<file path="src/rtl/btn_debounce.sv">
// Per-channel push-button conditioner: two-flop synchroniser, stability-count
// debounce FSM, registered level plus one-cycle rise/fall pulses.
//
// state       | meaning
// ------------+----------------------------------------------------------
// LOW_STABLE  | level 0, synchronised input agrees with level
// LOW_CHECK   | level 0, counting consecutive high samples toward a flip
// HIGH_STABLE | level 1, synchronised input agrees with level
// HIGH_CHECK  | level 1, counting consecutive low samples toward a flip
module btn_debounce #(
  parameter int WIDTH         = 2,
  parameter int STABLE_CYCLES = 4,
  parameter int CNT_W         = 8
) (
  input  logic             clk,
  input  logic             rst,
  input  logic [WIDTH-1:0] btn_raw,
  output logic [WIDTH-1:0] btn_level,
  output logic [WIDTH-1:0] btn_rise,
  output logic [WIDTH-1:0] btn_fall,
  output logic             any_change
);

  typedef enum logic [1:0] {
    LOW_STABLE  = 2'd0,
    LOW_CHECK   = 2'd1,
    HIGH_STABLE = 2'd2,
    HIGH_CHECK  = 2'd3
  } state_e;

  localparam logic [CNT_W-1:0] CNT_TARGET = CNT_W'(STABLE_CYCLES);
  localparam logic [CNT_W-1:0] CNT_ONE    = CNT_W'(1);
  // A single required sample means the first mismatch flips straight from STABLE.
  localparam bit BYPASS = (STABLE_CYCLES == 1);

  logic [WIDTH-1:0] sync1_q, sync2_q;
  logic [WIDTH-1:0] level_q, level_d;
  logic [WIDTH-1:0] rise_q, rise_d;
  logic [WIDTH-1:0] fall_q, fall_d;
  logic             any_q, any_d;
  state_e           state_q [WIDTH];
  state_e           state_d [WIDTH];
  logic [CNT_W-1:0] cnt_q   [WIDTH];
  logic [CNT_W-1:0] cnt_d   [WIDTH];

  always_comb begin
    for (int i = 0; i < WIDTH; i++) begin
      state_d[i] = state_q[i];
      cnt_d[i]   = cnt_q[i];
      level_d[i] = level_q[i];
      rise_d[i]  = 1'b0;
      fall_d[i]  = 1'b0;
      case (state_q[i])
        LOW_STABLE: begin
          if (sync2_q[i]) begin
            if (BYPASS) begin
              state_d[i] = HIGH_STABLE;
              level_d[i] = 1'b1;
              rise_d[i]  = 1'b1;
            end else begin
              state_d[i] = LOW_CHECK;
              cnt_d[i]   = CNT_ONE;
            end
          end
        end
        LOW_CHECK: begin
          if (!sync2_q[i]) begin
            state_d[i] = LOW_STABLE;
            cnt_d[i]   = '0;
          end else if (cnt_q[i] + CNT_ONE == CNT_TARGET) begin
            state_d[i] = HIGH_STABLE;
            level_d[i] = 1'b1;
            rise_d[i]  = 1'b1;
            cnt_d[i]   = '0;
          end else begin
            cnt_d[i] = cnt_q[i] + CNT_ONE;
          end
        end
        HIGH_STABLE: begin
          if (!sync2_q[i]) begin
            if (BYPASS) begin
              state_d[i] = LOW_STABLE;
              level_d[i] = 1'b0;
              fall_d[i]  = 1'b1;
            end else begin
              state_d[i] = HIGH_CHECK;
              cnt_d[i]   = CNT_ONE;
            end
          end
        end
        HIGH_CHECK: begin
          if (sync2_q[i]) begin
            state_d[i] = HIGH_STABLE;
            cnt_d[i]   = '0;
          end else if (cnt_q[i] + CNT_ONE == CNT_TARGET) begin
            state_d[i] = LOW_STABLE;
            level_d[i] = 1'b0;
            fall_d[i]  = 1'b1;
            cnt_d[i]   = '0;
          end else begin
            cnt_d[i] = cnt_q[i] + CNT_ONE;
          end
        end
        default: begin
          state_d[i] = LOW_STABLE;
          cnt_d[i]   = '0;
          level_d[i] = 1'b0;
        end
      endcase
    end
    any_d = |(rise_d | fall_d);
  end

  always_ff @(posedge clk or posedge rst) begin
    if (rst) begin
      sync1_q <= '0;
      sync2_q <= '0;
      level_q <= '0;
      rise_q  <= '0;
      fall_q  <= '0;
      any_q   <= 1'b0;
      for (int i = 0; i < WIDTH; i++) begin
        state_q[i] <= LOW_STABLE;
        cnt_q[i]   <= '0;
      end
    end else begin
      sync1_q <= btn_raw;
      sync2_q <= sync1_q;
      level_q <= level_d;
      rise_q  <= rise_d;
      fall_q  <= fall_d;
      any_q   <= any_d;
      for (int i = 0; i < WIDTH; i++) begin
        state_q[i] <= state_d[i];
        cnt_q[i]   <= cnt_d[i];
      end
    end
  end

  assign btn_level  = level_q;
  assign btn_rise   = rise_q;
  assign btn_fall   = fall_q;
  assign any_change = any_q;

endmodule

</file>
<file path="config.mk">
export PLATFORM = sky130hd
export DESIGN_NAME = btn_debounce
export DESIGN_NICKNAME = d
export VERILOG_FILES = /design/src/rtl/btn_debounce.sv
export SDC_FILE = /design/constraint.sdc
export NUM_CORES = 1
export LEC_CHECK = 0
export BUFFER_PORTS_ARGS = -buffer_cell sky130_fd_sc_hd__buf_2
export CAP_MARGIN = 15
export CORE_ASPECT_RATIO = 1.1
export CORE_MARGIN = 2
export CORE_UTILIZATION = 45
export CTS_CLUSTER_DIAMETER = 80
export DETAILED_ROUTE_END_ITERATION = 6
export GPL_ROUTABILITY_DRIVEN = 0
export HOLD_SLACK_MARGIN = 0.15
export PLACE_DENSITY = 0.73
export SYNTH_ARGS = -nofsm -noshare
export SYNTH_HDL_FRONTEND = slang
export SYNTH_SLANG_ARGS = --single-unit
</file>
<file path="constraint.sdc">
create_clock -name clk -period 2.13 [get_ports clk]
set_input_delay 0.3195 -clock clk [delete_from_list [all_inputs] [get_ports clk]]
set_output_delay 0.3195 -clock clk [all_outputs]
set_load 0.01 [all_outputs]
</file>
==> results of run 1 <==
-- flip-flops by register name, indices dropped and copies added, names as in the netlist, named ones only --
name	cells
any_change	1
sync2_q	2
btn_fall	2
state_q	2
cnt_q	16
sync1_q	2
btn_rise	2
btn_level	2
-- worst max-delay path by stage --
stage               endpoint  slack (ns)  cells after the start
global route            flop        0.20                      4
detailed placement      flop        0.27                      4
CTS                     flop        0.26                      4
global placement        flop        0.33                      4
floorplan               flop        0.35                      4
finish                  flop        0.27                      4
-- metal layers --
metal,up-vias,global-route usage [%]
li1,541,-
met1,542,21.2
met2,26,25.3
met3,7,5.39
met4,0,8.52
met5,-,0
-- kinds of logic after synthesis --
| group | share of synthesized area [%] |
|---|---|
| adder cells (fa/ha/maj) | 2.51 |
| multiplexers | 1.76 |
| AND/OR/NAND/NOR | 16.4 |
| buffers and inverters | 2.51 |
| AO/OA/AOI/OAI | 14.5 |
| XOR/XNOR | 10.5 |
| flip-flops | 51.8 |
-- layout by cell type (no fill, tap or decap) --
cell	n
a2111o_1	1
a211oi_1	1
a211oi_2	1
a21oi_1	3
a311oi_1	1
a31oi_4	1
and2_1	1
and2_2	1
and3_1	2
and3_2	1
buf_2	10
buf_4	3
bufinv_16	1
clkbuf_4	5
clkbuf_8	1
clkinv_2	1
dfrtp_1	31
dlygate4sd3_1	3
ha_1	3
inv_1	7
mux2_2	1
mux2_4	1
nand2_1	22
nand3_1	8
nand3b_1	1
nand4_1	2
nor2_1	5
nor3_1	2
nor3b_1	2
o211ai_1	1
o21ai_0	3
o22ai_1	14
o2bb2ai_1	1
o41a_2	1
o41ai_1	1
or3_4	1
or4b_4	1
xnor2_1	6
xor2_1	12
-- per-stage QoR --
| stage | hold WS [ns] | total power (uW) | util (%) |
|---|---|---|---|
| finish | 0.357 | 1790 | 55.4 |
| CTS | 0.361 | 1810 | 55.4 |
| detailed placement | 0.339 | 1320 | 51.6 |
| global placement | 0.337 | 1290 | 51.6 |
| floorplan | 0.331 | 1170 | - |
| global route | 0.365 | 1920 | 55.4 |
-- cell type report --
type / instances / area [sq um] / area share (%)
flip-flops and latches: 31 / 776 / 45.2
multi-input cells: 101 / 683 / 39.8
repair buffers: 16 / 103 / 5.98
clock buffers: 6 / 51.3 / 2.99
well taps: 34 / 42.5 / 2.48
clock inverters: 2 / 35.0 / 2.04
inverters: 7 / 26.3 / 1.53
-- where the power goes --
part | switching, uW | internal [uW] | leakage [uW]
clock | 205 | 277 | 0.0000482
combinational | 260 | 203 | 0.000314
sequential | 162 | 684 | 0.000405
total | 626 | 1160 | 0.000767
-- critical path, stage by stage (launching register included) --
cell	delay (ns)
dfrtp_1	0.44
ha_1	0.17
or4b_4	0.48
or3_4	0.38
mux2_4	0.30
==> results.md, run 1 <==
* Run status: finished clean
* HP Start: sync1_q[1]
* Detailed router's first-iteration violation count at 41
* Core outline area at 0.00310 sq mm
* Count of standard-cell rows at 21
* Number of I/O pins at 11
* Share of layout cells above drive strength 1 at 18.4%
* Number of standard cells in the final layout excluding fillers at 197
* Dpl cell area at 0.00160 sq mm
* Number of hold-repair buffers added at the cts stage at 3
* Count leader, synth: dfrtp_1
* Vias in the first global route at 1069
* Startpoint type of the worst setup path: flop
* Synth async-reset ratio at 100%
* Post-CTS sizing at 0
* Antenna violations before repair at 0
* Total length of routed met3 wires at 105 um
* Half-perimeter wire length after placement at 1880 um
* Dpl cells at 186
* Leak at 0.000767 uW
* Synth Register Bits at 31
* Post-Syn Area at 0.00150 sq mm
* Clock sink total at 31
* Min Clock Period, post-route at 1.86 ns
* Skew-Pair Late Insertion Delay at 0.34 ns
* CTS H-tree depth at 2
* Max cap viols at 0
* Number of enable-type register cells in the synthesized netlist at 0
* Most instantiated cells after synthesis: dfrtp_1 (31), nand2_1 (22), o22ai_1 (14)
* Detailed route wirelength on metal2 at 1210 um
* DRC Markers at 0
* Number of buffers inserted by post-CTS setup repair at 0
* Source of the critical timing path: cnt_q[8]
* Antenna Nets Post-Route at 0
* Horizontal die dimension at 59.0 um
* Avg WL per Cell at 13.7 um
* Worst VDD drop at 0.617 mV
* Die Height at 64.5 um
* Ratio of total power to cell area at 1040 mW/mm^2
* Die Footprint at 0.00380 sq mm
* Final period utilization at 87.3%
* Layout net count at 169
* Total wire length at 2690 um
* Count of input and output buffers at 10
* Largest net degree at the start of global routing at 32
* Via density at 5.66
* Clock tree root driver cell: clkbuf_4
* Hold violation total from the final report at 0
* Endpoint class of the critical path: flop
* Final WS setup at 0.270 ns
* RSZ-0062 raised after global routing: no
* Number of cells on the worst hold path at 0
* Final setup vio count at 0
* Hold path endpoint: sync2_q[1]
* Path type of the worst setup path: reg -> reg
* Crit Path Max Fanout at 6
* Final setup TNS at 0 ns
* CP required at 2.37 ns
* Origin of the critical flop-to-flop path: cnt_q[8]
* Highest routing layer actually used: met4
* Setup skew after layout at 0.0125 ns
* Initial Util at 48.3%
* Vias after detailed routing at 1116
* Dominant cells by area after synthesis: dfrtp_1 (52%), xor2_1 (7.0%), o22ai_1 (5.9%)
* Leftover overflow at the end of global routing at 0
* Number of filler instances in the final layout at 275
* Cell count of the worst reg-to-reg path at 4
* Number of buffers created by CTS at 5
* Internal reg-to-reg setup slack at 0.27 ns
* GR Util All Layers at 16.7%
* Number of diodes at 0
* Fin area at 0.00172 sq mm
* Global-route wire length before repair at 4730 um
* Pre-Repair DR Iteration Count at 4
* Yosys warnings at 0
* Clk pin slew, worst setup/hold paths at 0.10 ns
* Fraction of synthesized cell area taken by the top area cell type at 51.8%
* Length of routed wiring on met1 at 1300 um
* Transition at the pin with the smallest max-transition slack at 0.810 ns
* Area added between synthesis and finish at 14.7%
* Buffer depth of the longest clock path at 2
* Rel. slew slack at 45.6%
* Final number of max-transition violations at 0
* Peak Freq at 538 MHz
* Count of different cell masters after synthesis at 33
* Primary FF master, synth: dfrtp_1
* TritonCTS clock tree: done
* Syn avg cell area at 10.5 sq um
* Cell type contributing the most total cell area after synthesis: dfrtp_1
* Proportion of synthesized chip area in sequential cells at 51.8%
* Crit path arrival time at 2.10 ns
* Synthesized netlist net count at 149
* Worst slack at placement at 0.267 ns
* Synth Instances at 142
* Worst min-delay path category: reg -> reg
No activity file was read; power rests on OpenSTA's default activity.
==> inputs of run 2 (changes only) <==
- ABC_AREA: not set -> 1
- CORE_MARGIN: 2 -> 4
- PLACE_DENSITY: 0.73 -> 0.74
==> run 2 against run 1 <==
  * Sequential share of layout area increased by 1.5 points
  * Combinational power down 22%
  * Clock skew decreased by 0.0057 ns
  * First-iteration DRC count decreased by 12%
  * Count of clock-buffer cells in the layout unchanged
  * Worst hold slack better by 0.0019 ns
  * Synthesized cell count rose by 18%
  * Global-route usage is 2.1 points lower
  * Highest routed layer unchanged
==> results.md, run 2 <==
* Highest-count cells in the layout ignoring fill and taps: nand2_1 (44), dfrtp_1 (31), inv_1 (18)
* Vias in the first global route at 1140
* Crit path arrival time at 1.91 ns
* GR Util All Layers at 14.6%
* Synth Register Bits at 31
* Number of buffers created by CTS at 5
* Clock sink total at 31
* Leftover overflow at the end of global routing at 0
* Dominant cells by area after synthesis: dfrtp_1 (53%), nand2_1 (11%), inv_1 (4.6%)
* CP required at 2.35 ns
* Count leader, synth: nand2_1
* Setup skew after layout at 0.00687 ns
* Number of diodes at 0
* Area used by multi-input combinational logic at 617 sq um
* Number of I/O pins at 11
* Number of filler instances in the final layout at 288
* Core outline area at 0.00310 sq mm
* Buffer depth of the longest clock path at 2
* Flip-flop count of the largest register after layout at 16
* Register bank with the most flops: cnt_q
* Antenna Nets Post-Route at 0
* Primary FF master, synth: dfrtp_1
* Avg WL per Cell at 11.6 um
* Post-Syn Area at 0.00148 sq mm
* Final period utilization at 79.4%
* Largest net degree at the start of global routing at 32
* Final setup TNS at 0 ns
* Worst VDD drop at 0.452 mV
* CTS H-tree depth at 2
* Register Area at 776 sq um
* Cell with the largest stage delay on the worst path: dfrtp_1
* Layout net count at 196
* Antenna violations before repair at 0
* Global-route wire length before repair at 4850 um
* Synthesized netlist net count at 175
* Max cap viols at 0
* Number of enable-type register cells in the synthesized netlist at 0
* Proportion of synthesized chip area in sequential cells at 52.6%
* TritonCTS clock tree: done
* Run status: finished clean
* Fraction of synthesized cell area taken by the top area cell type at 52.6%
* Number of buffers inserted by post-CTS setup repair at 0
* Horizontal die dimension at 62.6 um
* DRC Markers at 0
* Commonest non-fill, non-tap cell in the layout: nand2_1
* Skew-Pair Late Insertion Delay at 0.32 ns
* Final setup vio count at 0
* RSZ-0062 raised after global routing: no
* Cell with the most instances on the worst path: nand2_1
* Share of layout cells above drive strength 1 at 19.0%
* Final number of max-transition violations at 0
* Transition at the pin with the smallest max-transition slack at 0.371 ns
* Most instantiated cells after synthesis: nand2_1 (44), dfrtp_1 (31), inv_1 (18)
* Synth async-reset ratio at 100%
* Vias after detailed routing at 1143
* Rel. slew slack at 75.3%
* Delay of the slowest cell on the worst path at 0.44 ns
* Worst min-delay path category: reg -> reg
* Syn avg cell area at 8.78 sq um
* Leak at 0.000841 uW
* Final core utilization at 53.6%
* Area added between synthesis and finish at 12.6%
* Internal reg-to-reg setup slack at 0.44 ns
* Synth Instances at 168
* Post-CTS sizing at 0
* Cell type contributing the most total cell area after synthesis: dfrtp_1
* Initial Util at 47.6%
* Pre-Repair DR Iteration Count at 4
* Die Footprint at 0.00426 sq mm
* Startpoint type of the worst setup path: flop
* Min Clock Period, post-route at 1.69 ns
* Ratio of total power to cell area at 883 mW/mm^2
* Endpoint class of the critical path: flop
* Count of input and output buffers at 10
* Fin area at 0.00166 sq mm
* Count of standard-cell rows at 21
* Worst-path cell chain: ha_1 > nand3_1 > xor2_1 > nand3b_4 > nor2_4 > nand2_1 > nand2_1 > nand2_1
* Dpl cell area at 0.00158 sq mm
* Dpl cells at 213
* Number of standard cells in the final layout excluding fillers at 223
* Die Height at 68.1 um
* Total wire length at 2590 um
* Via density at 5.13
* Crit Path Max Fanout at 5
* Path type of the worst setup path: reg -> reg
* Hold violation total from the final report at 0
* Peak Freq at 592 MHz
* Detailed router's first-iteration violation count at 36
* Yosys warnings at 0
* Count of different cell masters after synthesis at 21
* Clock tree root driver cell: clkbuf_4
* Half-perimeter wire length after placement at 1960 um
* Clk pin slew, worst setup/hold paths at 0.09 ns
run 2: cell count changes after synthesis, sizes merged, moves of 3 or more:
cell	change
a21oi	-3
and3	-3
clkbuf	-3
inv	+15
nand2	+26
nand3	+7
nor2	+15
o21ai	+6
o22ai	-8
xnor2	-6
xor2	-6
run 2: kinds of logic (layout without fill, tap and decap cells):
logic type / Yosys count / in the layout / share of synthesized area, %
AO/OA/AOI/OAI: 17 / 17 / 6.79
XOR/XNOR: 6 / 6 / 3.56
adder cells (fa/ha/maj): 3 / 3 / 2.54
buffers and inverters: 22 / 43 / 5.60
flip-flops: 31 / 31 / 52.6
AND/OR/NAND/NOR: 89 / 89 / 28.9
run 2: final timing paths:
kind,startpoint,end,depth (start not counted)
max,cnt_q[9],flop,8
min,sync1_q[0],sync2_q[0],0
max reg2reg,cnt_q[9],flop,8
min reg2reg,sync1_q[0],sync2_q[0],0
max in group asynchronous,rst,sync2_q[1],4
min in group asynchronous,rst,cnt_q[3],4
run 2: what timing repair did:
item                                    in CTS  in global routing
endpoints found under the setup margin       0                  0
endpoints found under the hold margin       33                  0
hold buffers                                 3                  0
run 2: layout make-up:
| type | count | area share, % |
|---|---|---|
| multi-input cells | 115 | 37.1 |
| flip-flops and latches | 31 | 46.7 |
| repair buffers | 14 | 5.27 |
| clock buffers | 6 | 3.09 |
| well taps | 34 | 2.56 |
| clock inverters | 1 | 0.301 |
| inverters | 22 | 4.97 |
run 2: routing by layer:
layer / track usage, % / routed length, um / vias up
li1: - / - / 572
met1: 17.0 / 1190 / 546
met2: 25.3 / 1270 / 20
met3: 4.60 / 98 / 5
met4: 6.34 / 32 / 0
met5: 0 / 0 / -
run 2: critical path: cells and delay by family (launching register included):
family / cells / cell delay, ns
xor gates and xnor gates: 1 / 0.29
DFF: 1 / 0.44
and+or+nand+nor: 6 / 0.61
adders and majority gates: 1 / 0.25
run 2: through the flow:
step           setup WS [ns]  hold slack [ns]  total power, uW
4_1_cts                0.437            0.363             1490
5_1_grt                0.288            0.365             1590
3_5_place_dp           0.448            0.340             1140
2_1_floorplan          0.607            0.331             1040
3_3_place_gp           0.547            0.344             1120
6_report               0.439            0.359             1470
run 2: power by group:
part	switching [uW]	internal, uW
registers	85.5	681
logic	237	125
clock network	187	153
